## config.mk

```make
export PLATFORM = sky130hd
export DESIGN_NAME = alu_seq
export DESIGN_NICKNAME = d
export VERILOG_FILES = /design/src/rtl/core_pkg.sv /design/src/rtl/alu_seq.sv
export SDC_FILE = /design/constraint.sdc
export NUM_CORES = 1
export LEC_CHECK = 0
export BUFFER_PORTS_ARGS = -buffer_cell sky130_fd_sc_hd__buf_4
export CORE_MARGIN = 3
export CORE_UTILIZATION = 35
export DETAILED_ROUTE_END_ITERATION = 16
export PLACE_DENSITY = 0.71
export SYNTH_ARGS = -nofsm -noshare
export SYNTH_HDL_FRONTEND = slang
export SYNTH_SLANG_ARGS = --single-unit
```

## constraint.sdc

```tcl
create_clock -name clk -period 2.1 [get_ports clk]
set_input_delay 0.315 -clock clk [delete_from_list [all_inputs] [get_ports clk]]
set_output_delay 0.315 -clock clk [all_outputs]
set_load 0.05 [all_outputs]
```

## src/rtl/core_pkg.sv

```systemverilog
// Shared types and constants for the execute-stage micro-op sequencer:
// FSM states, op kinds, ALU function codes, register indices and control decode.
package core_pkg;

    typedef enum logic [1:0] {
        S_IDLE  = 2'b00,
        S_EXEC  = 2'b01,
        S_LWB   = 2'b10,
        S_REDIR = 2'b11
    } state_e;

    typedef enum logic [1:0] {
        K_ALU   = 2'b00,
        K_LOAD  = 2'b01,
        K_STORE = 2'b10,
        K_NOP   = 2'b11
    } kind_e;

    localparam logic [3:0] ALU_ADD = 4'b0000;
    localparam logic [3:0] ALU_SUB = 4'b0010;
    localparam logic [3:0] ALU_LDA = 4'b0111;

    localparam logic [2:0] REG_ZERO  = 3'd0;
    localparam logic [2:0] REG_FLAGS = 3'd2;
    localparam logic [2:0] REG_PC    = 3'd3;

    typedef struct packed {
        kind_e       kind;
        logic [3:0]  alu_f;
        logic [2:0]  a;
        logic [2:0]  b;
        logic [2:0]  d;
        logic [15:0] imm;
        logic        sel_imm;
        logic        set_flags;
        logic        carry_mask;
    } op_t;

    typedef struct packed {
        logic [3:0]  alu_f;
        logic [2:0]  a_idx;
        logic [2:0]  b_idx;
        logic [2:0]  d_idx;
        logic [15:0] t16;
        logic        sel_inp;
        logic        carry_mask;
        logic        wr_reg;
        logic        wr_flags;
        logic        mem_req;
        logic        mem_we;
        logic        redirect;
        logic        busy;
    } ctl_t;

    // Control word the sequencer presents while sitting in state st with op latched.
    function automatic ctl_t ctl_decode(input state_e      st,
                                        input op_t         op,
                                        input logic [15:0] ld,
                                        input logic [2:0]  zero_reg);
        ctl_t c;
        c = '0;
        case (st)
            S_EXEC: begin
                c.busy = 1'b1;
                case (op.kind)
                    K_ALU: begin
                        c.alu_f      = op.alu_f;
                        c.a_idx      = op.a;
                        c.b_idx      = op.b;
                        c.d_idx      = op.d;
                        c.t16        = op.imm;
                        c.sel_inp    = op.sel_imm;
                        c.carry_mask = op.carry_mask;
                        c.wr_reg     = 1'b1;
                        c.wr_flags   = op.set_flags;
                    end
                    K_LOAD, K_STORE: begin
                        // Datapath forms base+offset on mar_val; source reg appears on mem_data.
                        c.alu_f   = ALU_LDA;
                        c.a_idx   = op.a;
                        c.b_idx   = op.b;
                        c.t16     = op.imm;
                        c.sel_inp = 1'b1;
                        c.mem_req = 1'b1;
                        c.mem_we  = (op.kind == K_STORE);
                    end
                    default: c.busy = 1'b1;
                endcase
            end
            S_LWB: begin
                c.busy       = 1'b1;
                c.alu_f      = ALU_ADD;
                c.a_idx      = zero_reg;
                c.sel_inp    = 1'b1;
                c.carry_mask = 1'b1;
                c.t16        = ld;
                c.d_idx      = op.d;
                c.wr_reg     = 1'b1;
                c.wr_flags   = op.set_flags;
            end
            S_REDIR: begin
                c.busy     = 1'b1;
                c.redirect = 1'b1;
            end
            default: c = '0;
        endcase
        return c;
    endfunction

endpackage

```

## src/rtl/alu_seq.sv

```systemverilog
// Micro-op sequencer for the register-file/ALU execute stage: accepts decoded ops,
// drives datapath controls, runs the memory handshake and inserts PC-write bubbles.
module alu_seq
    import core_pkg::*;
#(
    parameter logic [2:0] ZERO_REG  = REG_ZERO,
    parameter logic [2:0] FLAGS_REG = REG_FLAGS,
    parameter logic [2:0] PC_REG    = REG_PC
) (
    input  logic        clk,
    input  logic        rst,
    input  logic        op_valid,
    output logic        op_ready,
    input  logic [1:0]  op_kind,
    input  logic [3:0]  op_alu_f,
    input  logic [2:0]  op_a,
    input  logic [2:0]  op_b,
    input  logic [2:0]  op_d,
    input  logic [15:0] op_imm,
    input  logic        op_sel_imm,
    input  logic        op_set_flags,
    input  logic        op_carry_mask,
    output logic [3:0]  alu_f,
    output logic [2:0]  a_idx,
    output logic [2:0]  b_idx,
    output logic [2:0]  d_idx,
    output logic [15:0] t16,
    output logic        sel_inp,
    output logic        carry_mask,
    output logic        wr_reg,
    output logic        wr_flags,
    input  logic [15:0] mar_val,
    input  logic [15:0] mem_data,
    input  logic        wr_pc,
    output logic        mem_req,
    output logic        mem_we,
    output logic [15:0] mem_addr,
    output logic [15:0] mem_wdata,
    input  logic [15:0] mem_rdata,
    input  logic        mem_ack,
    output logic        redirect,
    output logic        busy
);

    state_e      r_state;
    op_t         r_op;
    logic [15:0] r_ld;
    ctl_t        r_ctl;

    op_t         w_in_op;
    logic        w_ready;
    logic        w_accept;
    logic        w_unused_params;

    // FLAGS/PC indices are resolved by the datapath; kept so all instances share one parameter set.
    assign w_unused_params = ^{FLAGS_REG, PC_REG};

    assign w_in_op = '{kind:       kind_e'(op_kind),
                       alu_f:      op_alu_f,
                       a:          op_a,
                       b:          op_b,
                       d:          op_d,
                       imm:        op_imm,
                       sel_imm:    op_sel_imm,
                       set_flags:  op_set_flags,
                       carry_mask: op_carry_mask};

    // Ready: idle, or an ALU op finishing this cycle without touching the PC.
    always_comb begin
        w_ready = 1'b0;
        if (rst) begin
            w_ready = 1'b0;
        end else begin
            case (r_state)
                S_IDLE:  w_ready = 1'b1;
                S_EXEC:  w_ready = (r_op.kind == K_ALU) && !wr_pc;
                default: w_ready = 1'b0;
            endcase
        end
    end

    assign op_ready = w_ready;
    assign w_accept = op_valid & w_ready;

    // Sequencer FSM; the control word is registered alongside each state change.
    always_ff @(posedge clk) begin
        if (rst) begin
            r_state <= S_IDLE;
            r_op    <= '0;
            r_ld    <= 16'h0000;
            r_ctl   <= '0;
        end else begin
            case (r_state)
                S_IDLE: begin
                    if (w_accept) begin
                        r_state <= S_EXEC;
                        r_op    <= w_in_op;
                        r_ctl   <= ctl_decode(S_EXEC, w_in_op, r_ld, ZERO_REG);
                    end else begin
                        r_state <= S_IDLE;
                        r_ctl   <= '0;
                    end
                end
                S_EXEC: begin
                    case (r_op.kind)
                        K_ALU: begin
                            if (wr_pc) begin
                                r_state <= S_REDIR;
                                r_ctl   <= ctl_decode(S_REDIR, r_op, r_ld, ZERO_REG);
                            end else if (w_accept) begin
                                r_state <= S_EXEC;
                                r_op    <= w_in_op;
                                r_ctl   <= ctl_decode(S_EXEC, w_in_op, r_ld, ZERO_REG);
                            end else begin
                                r_state <= S_IDLE;
                                r_ctl   <= '0;
                            end
                        end
                        K_STORE: begin
                            if (mem_ack) begin
                                r_state <= S_IDLE;
                                r_ctl   <= '0;
                            end else begin
                                r_state <= S_EXEC;
                            end
                        end
                        K_LOAD: begin
                            if (mem_ack) begin
                                r_state <= S_LWB;
                                r_ld    <= mem_rdata;
                                r_ctl   <= ctl_decode(S_LWB, r_op, mem_rdata, ZERO_REG);
                            end else begin
                                r_state <= S_EXEC;
                            end
                        end
                        default: begin
                            r_state <= S_IDLE;
                            r_ctl   <= '0;
                        end
                    endcase
                end
                S_LWB: begin
                    if (wr_pc) begin
                        r_state <= S_REDIR;
                        r_ctl   <= ctl_decode(S_REDIR, r_op, r_ld, ZERO_REG);
                    end else begin
                        r_state <= S_IDLE;
                        r_ctl   <= '0;
                    end
                end
                S_REDIR: begin
                    r_state <= S_IDLE;
                    r_ctl   <= '0;
                end
                default: begin
                    r_state <= S_IDLE;
                    r_ctl   <= '0;
                end
            endcase
        end
    end

    assign alu_f      = r_ctl.alu_f;
    assign a_idx      = r_ctl.a_idx;
    assign b_idx      = r_ctl.b_idx;
    assign d_idx      = r_ctl.d_idx;
    assign t16        = r_ctl.t16;
    assign sel_inp    = r_ctl.sel_inp;
    assign carry_mask = r_ctl.carry_mask;
    assign wr_reg     = r_ctl.wr_reg;
    assign wr_flags   = r_ctl.wr_flags;
    assign mem_req    = r_ctl.mem_req;
    assign mem_we     = r_ctl.mem_we;
    assign redirect   = r_ctl.redirect;
    assign busy       = r_ctl.busy;

    // Address and write data come straight from the datapath while a request is open.
    assign mem_addr  = r_ctl.mem_req ? mar_val  : 16'h0000;
    assign mem_wdata = r_ctl.mem_req ? mem_data : 16'h0000;

endmodule

```

; After elaboration in Yosys (flattened, before gate mapping)
; Cells that the tools add are included.
[word_totals]
input_bits = 87
out_inout_bits = 70
ff_bits = 73
[op_classes]
reduce_logical = 9
n_mux = 27
n_bitwise = 1
eq_ne = 11
[ops]
columns = operator, count
row1 = $mux 37, 4
row2 = $pmux 37 s4, 1
row3 = $pmux 37 s3, 1
row4 = $mux 34, 3
row5 = $pmux 34 s2, 1
row6 = $pmux 17 s2, 1
row7 = $mux 16, 2
row8 = $pmux 10 s2, 1
row9 = $mux 2, 5
row10 = $eq 2x2->1 const B, 4
row11 = $pmux 2 s4, 1
row12 = $eq 2x1->1 const B, 3
row13 = $logic_not 2->1, 3
row14 = $mux 3, 2
row15 = $ne 3x3->1 const B, 2
row16 = $pmux 2 s3, 1
row17 = $ne 2x2->1 const B, 2
row18 = $mux 1, 3
row19 = $reduce_and 3->1, 1
row20 = $pmux 1 s2, 1
row21 = $reduce_and 2->1, 1
row22 = $reduce_bool 2->1, 1
row23 = $reduce_or 2->1, 1
row24 = $and 1x1->1, 1
row25 = other kinds (2), 2

; Logic depth before layout (Yosys ltp)
; Gate-level depths: netlist of the first run.
[depth]
depth_word = 9
mapped_depth = 8
depth_no_buf = 6

; Worst setup path after synthesis of the first run
; OpenSTA, ideal clock, no wires.
[synth_path]
path_kind = reg2out
from = register r_op[32] in the netlist's numbering
to = output port op_ready
setup_slack_ns = -0.044
n_path_buf = 1
t_arrival_ns = 1.829
path_stages_with_launch = 4
path_cell_list = dfxtp_1 -> buf_2 -> o31a_1 -> nor3_1
[synth_between]
elab_chain_len = 4
[synth_rtl]
columns = item, line_no
row1 = from (decl), alu_seq.sv:46  ; op_t r_op;
row2 = from (signal assigned), alu_seq.sv:97  ; r_op <= w_in_op;
row3 = from (signal assigned), alu_seq.sv:112  ; r_op <= w_in_op;
row4 = $logic_not 2->1, alu_seq.sv:76  ; S_EXEC: w_ready = (r_op.kind == K_ALU) && !wr_pc;
row5 = $logic_and 1x1->1, alu_seq.sv:76
row6 = $pmux 1 s2, alu_seq.sv:74  ; case (r_state)
row7 = $mux 1, alu_seq.sv:71  ; if (rst) begin
row8 = to (decl), alu_seq.sv:13  ; output logic op_ready,
; Every way passes these cells.

; Final worst setup path of the first run
[layout_path]
from = register r_ctl (netlist bit mem_req)
to = output port mem_wdata[11]
[layout_between]
elab_chain_len = 1
[layout_rtl]
columns = item, line_no
row1 = from (decl), alu_seq.sv:48  ; ctl_t r_ctl;
row2 = from (signal assigned), alu_seq.sv:98  ; r_ctl <= ctl_decode(S_EXEC, w_in_op, r_ld, ZERO_REG);
row3 = from (signal assigned), alu_seq.sv:109  ; r_ctl <= ctl_decode(S_REDIR, r_op, r_ld, ZERO_REG);
row4 = from (signal assigned), alu_seq.sv:113  ; r_ctl <= ctl_decode(S_EXEC, w_in_op, r_ld, ZERO_REG);
row5 = $mux 16, alu_seq.sv:179  ; assign mem_wdata = r_ctl.mem_req ? mem_data : 16'h0000;
row6 = to (decl), alu_seq.sv:38  ; output logic [15:0] mem_wdata,
; Every way passes these cells.

==> results of run 1 <==
cells by family after synthesis:
kind of cell | after synthesis | synth area share
compound gates | 60 | 0.195
xor+xnor | 1 | 0.00407
fa+ha+maj | 3 | 0.0175
buf+inv | 28 | 0.0558
flops | 45 | 0.419
mux | 6 | 0.0279
simple gates | 117 | 0.281
path summary, 6_finish.rpt:
| check | start | endpoint | slack [ns] | cells after the start |
|---|---|---|---|---|
| worst max register to register | r_op[32] | t16[13] | 0.31 | 5 |
| worst min register to register | alu_f[2] | alu_f[2] | 0.46 | 2 |
| worst max-delay path | mem_req | mem_wdata[11] | 0.21 | 2 |
| worst min-delay path | op_a[0] | a_idx[0] | 0.25 | 3 |
stage by stage:
stage                     utilization  hold slack [ns]  instances  total power, W
after floorplan                     -            0.455        260         0.00116
after global placement          0.596            0.446        477         0.00137
after detailed placement        0.596            0.452        477         0.00138
after CTS                       0.616            0.244        485         0.00205
after global routing            0.616            0.250        485         0.00212
final                           0.616            0.246        485         0.00204
final cells by class:
class / count / area (um^2)
fillers: 531 / 2190
repair buffers: 166 / 1250
multi-input cells: 187 / 1140
flip-flops and latches: 45 / 901
well taps: 72 / 90.1
clock buffers: 7 / 86.3
clock inverters: 1 / 30.0
inverters: 7 / 26.3
worst min-delay path, delay by kind of cell:
family          cells  cell delay (ns)
buf+inv             1             0.07
simple gates        1             0.07
compound gates      1             0.05
synth_stat cells:
cell       count  area share
buf_2          3      0.0070
nor4_4         1      0.0099
or3_1          1      0.0029
a21oi_1       11       0.026
o31a_1         1      0.0041
nand4b_1       1      0.0041
nand3_1        3      0.0070
nor3b_1        1      0.0035
nand4_1        1      0.0029
a211oi_1       8       0.028
buf_6          1      0.0052
nor2_1        42       0.073
and2_1        33       0.096
o21ai_0       11       0.026
ha_1           3       0.017
clkbuf_1      15       0.026
or3b_1         1      0.0041
a22oi_1        9       0.031
inv_1          7       0.012
a32oi_1        2      0.0081
o2111ai_1      1      0.0041
dfxtp_1       45        0.42
a311oi_1       1      0.0041
mux2i_1        6       0.028
buf_1          1      0.0017
nand2_1        8       0.014
a221oi_1      15       0.061
buf_4          1      0.0035
nor4b_1        1      0.0041
nand2b_1       3      0.0087
a31oi_1        1      0.0029
nor3_1        18       0.042
xnor2_1        1      0.0041
nor2b_1        3      0.0087
power groups by stage:
| stage | clock network (W) | logic, W | registers (W) |
|---|---|---|---|
| after floorplan | 0 | 0.000178 | 0.000985 |
| after global placement | 0 | 0.000448 | 0.000925 |
| after detailed placement | 0 | 0.000455 | 0.000926 |
| after CTS | 0.000690 | 0.000456 | 0.000906 |
| after global routing | 0.000725 | 0.000483 | 0.000911 |
| final | 0.000681 | 0.000454 | 0.000906 |
routing by layer:
layer	GRT usage	routed length (um)	vias up
li1	-	-	1218
met1	0.276	3320	1092
met2	0.319	3610	81
met3	0.0343	421	5
met4	0.0432	50	0
met5	0	0	-
==> flow_summary.yaml, run 1 <==
sta:
  setup-violations-final: 0
  slew_headroom: 0.479
  worst_slew_pin_slew_ns: 0.781
  rsz0062_at_grt: "no"
  hold_viol: 0
  fmax_mhz: 528
  period_share: 0.902
  clock_skew_ns: 0.0101
  final.setup.tns_ns: 0
  fin_ws_ns: 0.205
  slew_violations: 0
  period_needed_ns: 1.89
finish:
  layout_common_cells: "buf_4 (166), dfxtp_1 (45), nor2_1 (42)"
  syn_to_final_growth_pct: 63.6
  postLayoutCellArea_um2: 3520
  antennaDiodeCount: 0
  nets: 502
  final_common_cell: "buf_4"
  largest_reg_flops: 16
  drive_gt1_frac: 0.426
synth:
  yosys_warnings: 0
  syn_nets: 350
  syn_area_um2: 2150
  syn_inst: 260
  syn_area_per_cell_um2: 8.27
  synth-seq-area-share: 0.419
  ys_types: 34
  ys_ff_latch: 45
power:
  power.density_nw_per_um2: 580
  sequentialPowerShare: 0.444
  p_sw_w: 0.000568
  p_int_w: 0.00147
  p_leak_nw: 1.67
  p_clk_frac: 0.334
  combPwrFrac: 0.222
  switching_share: 0.278
  ir_drop_mv: 0.423
placement:
  dp_slack_ns: 0.215
  place_congestion: 0.802
  port_buffers: 156
  placed_area_um2: 3400
  dp_hpwl_um: 5660
critical_path:
  crit_family: "flip-flops"
  cp-start-kind: "flip-flop"
  cp_slowest_stage_delay_ns: 0.84
  path_buf_inv: 1
  cp.required_ns: 1.78
  crit_chain: "and2_1 -> buf_4"
  path_max_fanout: 34
  end_kind: "output pin"
  critPathArrivalTime_ns: 1.58
  crit_path_top_delay_cell: "dfxtp_1"
  path_class: "reg -> out"
grt:
  grt_pass1_wl_um: 11600
  grt_pass1_vias: 2296
  grt_overflow: 0
  grt_max_degree: 49
  grt_usage: 0.197
  antenna_found_initial: 0
clocking:
  post_cts_buffers: 0
  ctsHoldBuffers: 0
  cts_resized: 0
  cts_tree: "built"
  h-tree-depth: 2
  path_clk_slew_ns: 0.09
  clock_latency_ns: 0.30
  numCtsBuffers: 5
  clk_path_buf_depth: 2
  clockRootBuffer: "clkbuf_8"
  cts.sinks: 45
run_status:
  status: "finished clean"
floorplanning:
  die_h_um: 84.4
  start_util: 0.377
  chipWidth_um: 84.4
  core_um2: 5710
  rows: 27
  ios: 157
  dieArea_um2: 7120
drt:
  drtPass1Iterations: 4
  vias: 2396
  drt_wl_total_um: 7410
  wl_per_cell_um: 15.3
  antenna_left: 0
  routed_via_density: 4.94
  drtIter0Drc: 133
  post-route-drc-count: 0
flow_run:
  drv_cap: 0
worst_hold_path:
  min_path_type: "in -> reg"
(Power assumes the default switching activity.)
==> inputs of run 2 (changes only) <==
- ABC_AREA: unset -> 1
- PLACE_DENSITY: 0.71 -> 0.65
==> run 2 against run 1 <==
Net effect:
- sequential share of layout area fell by 3.8 points
- clock-buffer cell count down 2
- largest cell class is now multi-input gates
- global-route usage is 0.30 points lower
- clock power down 18%
- core utilization shrank 8.6 points
- worst hold slack better by 0.016 ns
==> flow_summary.yaml, run 2 <==
run_status:
  status: "finished clean"
grt:
  grt-busiest-layer: "met2"
  grt_overflow: 0
  use_met1: 0.215
  grtUsageMet3: 0.0586
  grt_pass1_vias: 3186
  grt_usage: 0.194
  use_met2: 0.366
  grt_pass1_wl_um: 14200
  antenna_found_initial: 0
  grt_max_degree: 46
clocking:
  path_clk_slew_ns: 0.09
  h-tree-depth: 2
  cts_tree: "built"
  cts_resized: 0
  ctsHoldBuffers: 0
  numCtsBuffers: 5
  clk_path_buf_depth: 2
  cts.sinks: 45
  clockRootBuffer: "clkbuf_8"
  clock_latency_ns: 0.30
  post_cts_buffers: 0
critical_path:
  crit_chain: "nor2_4 -> nand3_2 -> a21oi_1 -> buf_4"
  reg2reg_from: "r_state[1]"
  end_kind: "output pin"
  crit_path_top_delay_cell: "dfxtp_1"
  path_max_fanout: 6
  cp.required_ns: 1.78
  cp-start-kind: "flip-flop"
  startpoint: "r_op[33]"
  cp_slowest_stage_delay_ns: 0.39
  path_class: "reg -> out"
  critPathArrivalTime_ns: 1.55
drt:
  antenna_left: 0
  post-route-drc-count: 0
  drtIter0Drc: 201
  wl_per_cell_um: 12.9
  drt_wl_total_um: 9050
  vias: 3298
  routed_via_density: 4.68
  drtPass1Iterations: 4
placement:
  dp_cells: 696
  dp_hpwl_um: 7140
  dp_slack_ns: 0.292
  port_buffers: 156
  place_congestion: 0.866
finish:
  layout_common_cells: "buf_4 (165), nand2_1 (115), inv_1 (88)"
  syn_to_final_growth_pct: 45.2
  drive_gt1_frac: 0.314
  largest_reg_flops: 16
  nets: 691
  antennaDiodeCount: 0
  final_common_cell: "buf_4"
  stdcell_count: 704
floorplanning:
  dieArea_um2: 9270
  ios: 157
  rows: 32
  core_um2: 7810
  die_h_um: 96.3
  start_util: 0.365
  chipWidth_um: 96.3
sta:
  hold_slack_ns: 0.262
  worst_slew_pin_slew_ns: 0.462
  final.setup.tns_ns: 0
  fin_ws_ns: 0.238
  rsz0062_at_grt: "no"
  slew_violations: 0
  clock_skew_ns: 0.00920
  fmax_mhz: 537
  slew_headroom: 0.691
  setup-violations-final: 0
  period_needed_ns: 1.86
  hold_viol: 0
  period_share: 0.887
synth:
  yosys_warnings: 0
  yosys-top-cells-area: "dfxtp_1 (32%), nand2_1 (15%), inv_1 (12%), nand3_1 (8.8%), a21oi_1 (5.1%)"
  async_flop_share: 0
  ys_ff_latch: 45
  syn_area_um2: 2850
  synth_top_area_cell: "dfxtp_1"
  syn_area_per_cell_um2: 6.31
  synth-seq-area-share: 0.316
  synth_top_area_share: 0.316
  synth_edf_count: 0
  yosys-top-cells-count: "nand2_1 (115), inv_1 (88), nand3_1 (50)"
  ys_types: 32
  syn_inst: 452
  synth_ff_type: "dfxtp_1"
  syn_nets: 542
  synth.most_common_cell: "nand2_1"
power:
  power.density_nw_per_um2: 499
  ir_drop_mv: 0.367
  total_power_w: 0.00207
  p_leak_nw: 2.46
flow_run:
  drv_cap: 0
worst_hold_path:
  min_path_type: "in -> reg"
  min-delay-start: "op_b[2]"
## run 2: metrics by stage
step | area, um^2 | utilization
finish | 4140 | 0.530
global placement | 4050 | 0.519
CTS | 4140 | 0.530
detailed placement | 4050 | 0.519
floorplan | 2850 | -
global route | 4140 | 0.530
## run 2: cell families after synthesis
logic type | count (synthesis) | share of synthesized area
fa+ha+maj | 3 | 0.0132
buf+inv | 115 | 0.182
flops | 45 | 0.316
compound gates | 49 | 0.0904
simple gates | 240 | 0.398
## run 2: layout make-up
| class | count | area, um^2 |
|---|---|---|
| inverter | 92 | 353 |
| fill | 796 | 3670 |
| tap | 102 | 128 |
| sequential | 45 | 901 |
| clock inverter | 3 | 21.3 |
| timing repair buffer | 165 | 1240 |
| multi-input combinational | 292 | 1430 |
| clock buffer | 5 | 68.8 |
## run 2: worst max-delay path, delay by kind of cell, from the launching register on
kind            cells  cell delay [ns]
compound gates      1             0.32
buf+inv             1             0.27
flops               1             0.39
simple gates        2             0.25
## run 2: worst paths after layout
| path | end | slack [ns] | cells past startpoint |
|---|---|---|---|
| worst min register to register | r_op[19] | 0.47 | 2 |
| worst max-delay path | op_ready | 0.24 | 4 |
| worst min-delay path | b_idx[2] | 0.26 | 3 |
| worst max register to register | d_idx[2] | 0.44 | 9 |
## run 2: report_power, final
| part | internal [W] | total [W] | switching, W |
|---|---|---|---|
| Clock | 0.000237 | 0.000559 | 0.000323 |
| Combinational | 0.000229 | 0.000597 | 0.000368 |
| Sequential | 0.000887 | 0.000909 | 0.0000220 |
| Total | 0.00135 | 0.00207 | 0.000713 |
## run 2: routing by layer
layer,routed length [um],vias to the layer above,share of wire
met3,885,8,0.098
met1,3530,1465,0.39
li1,-,1684,-
met2,4570,141,0.50
met4,73,0,0.0081
met5,0,-,0
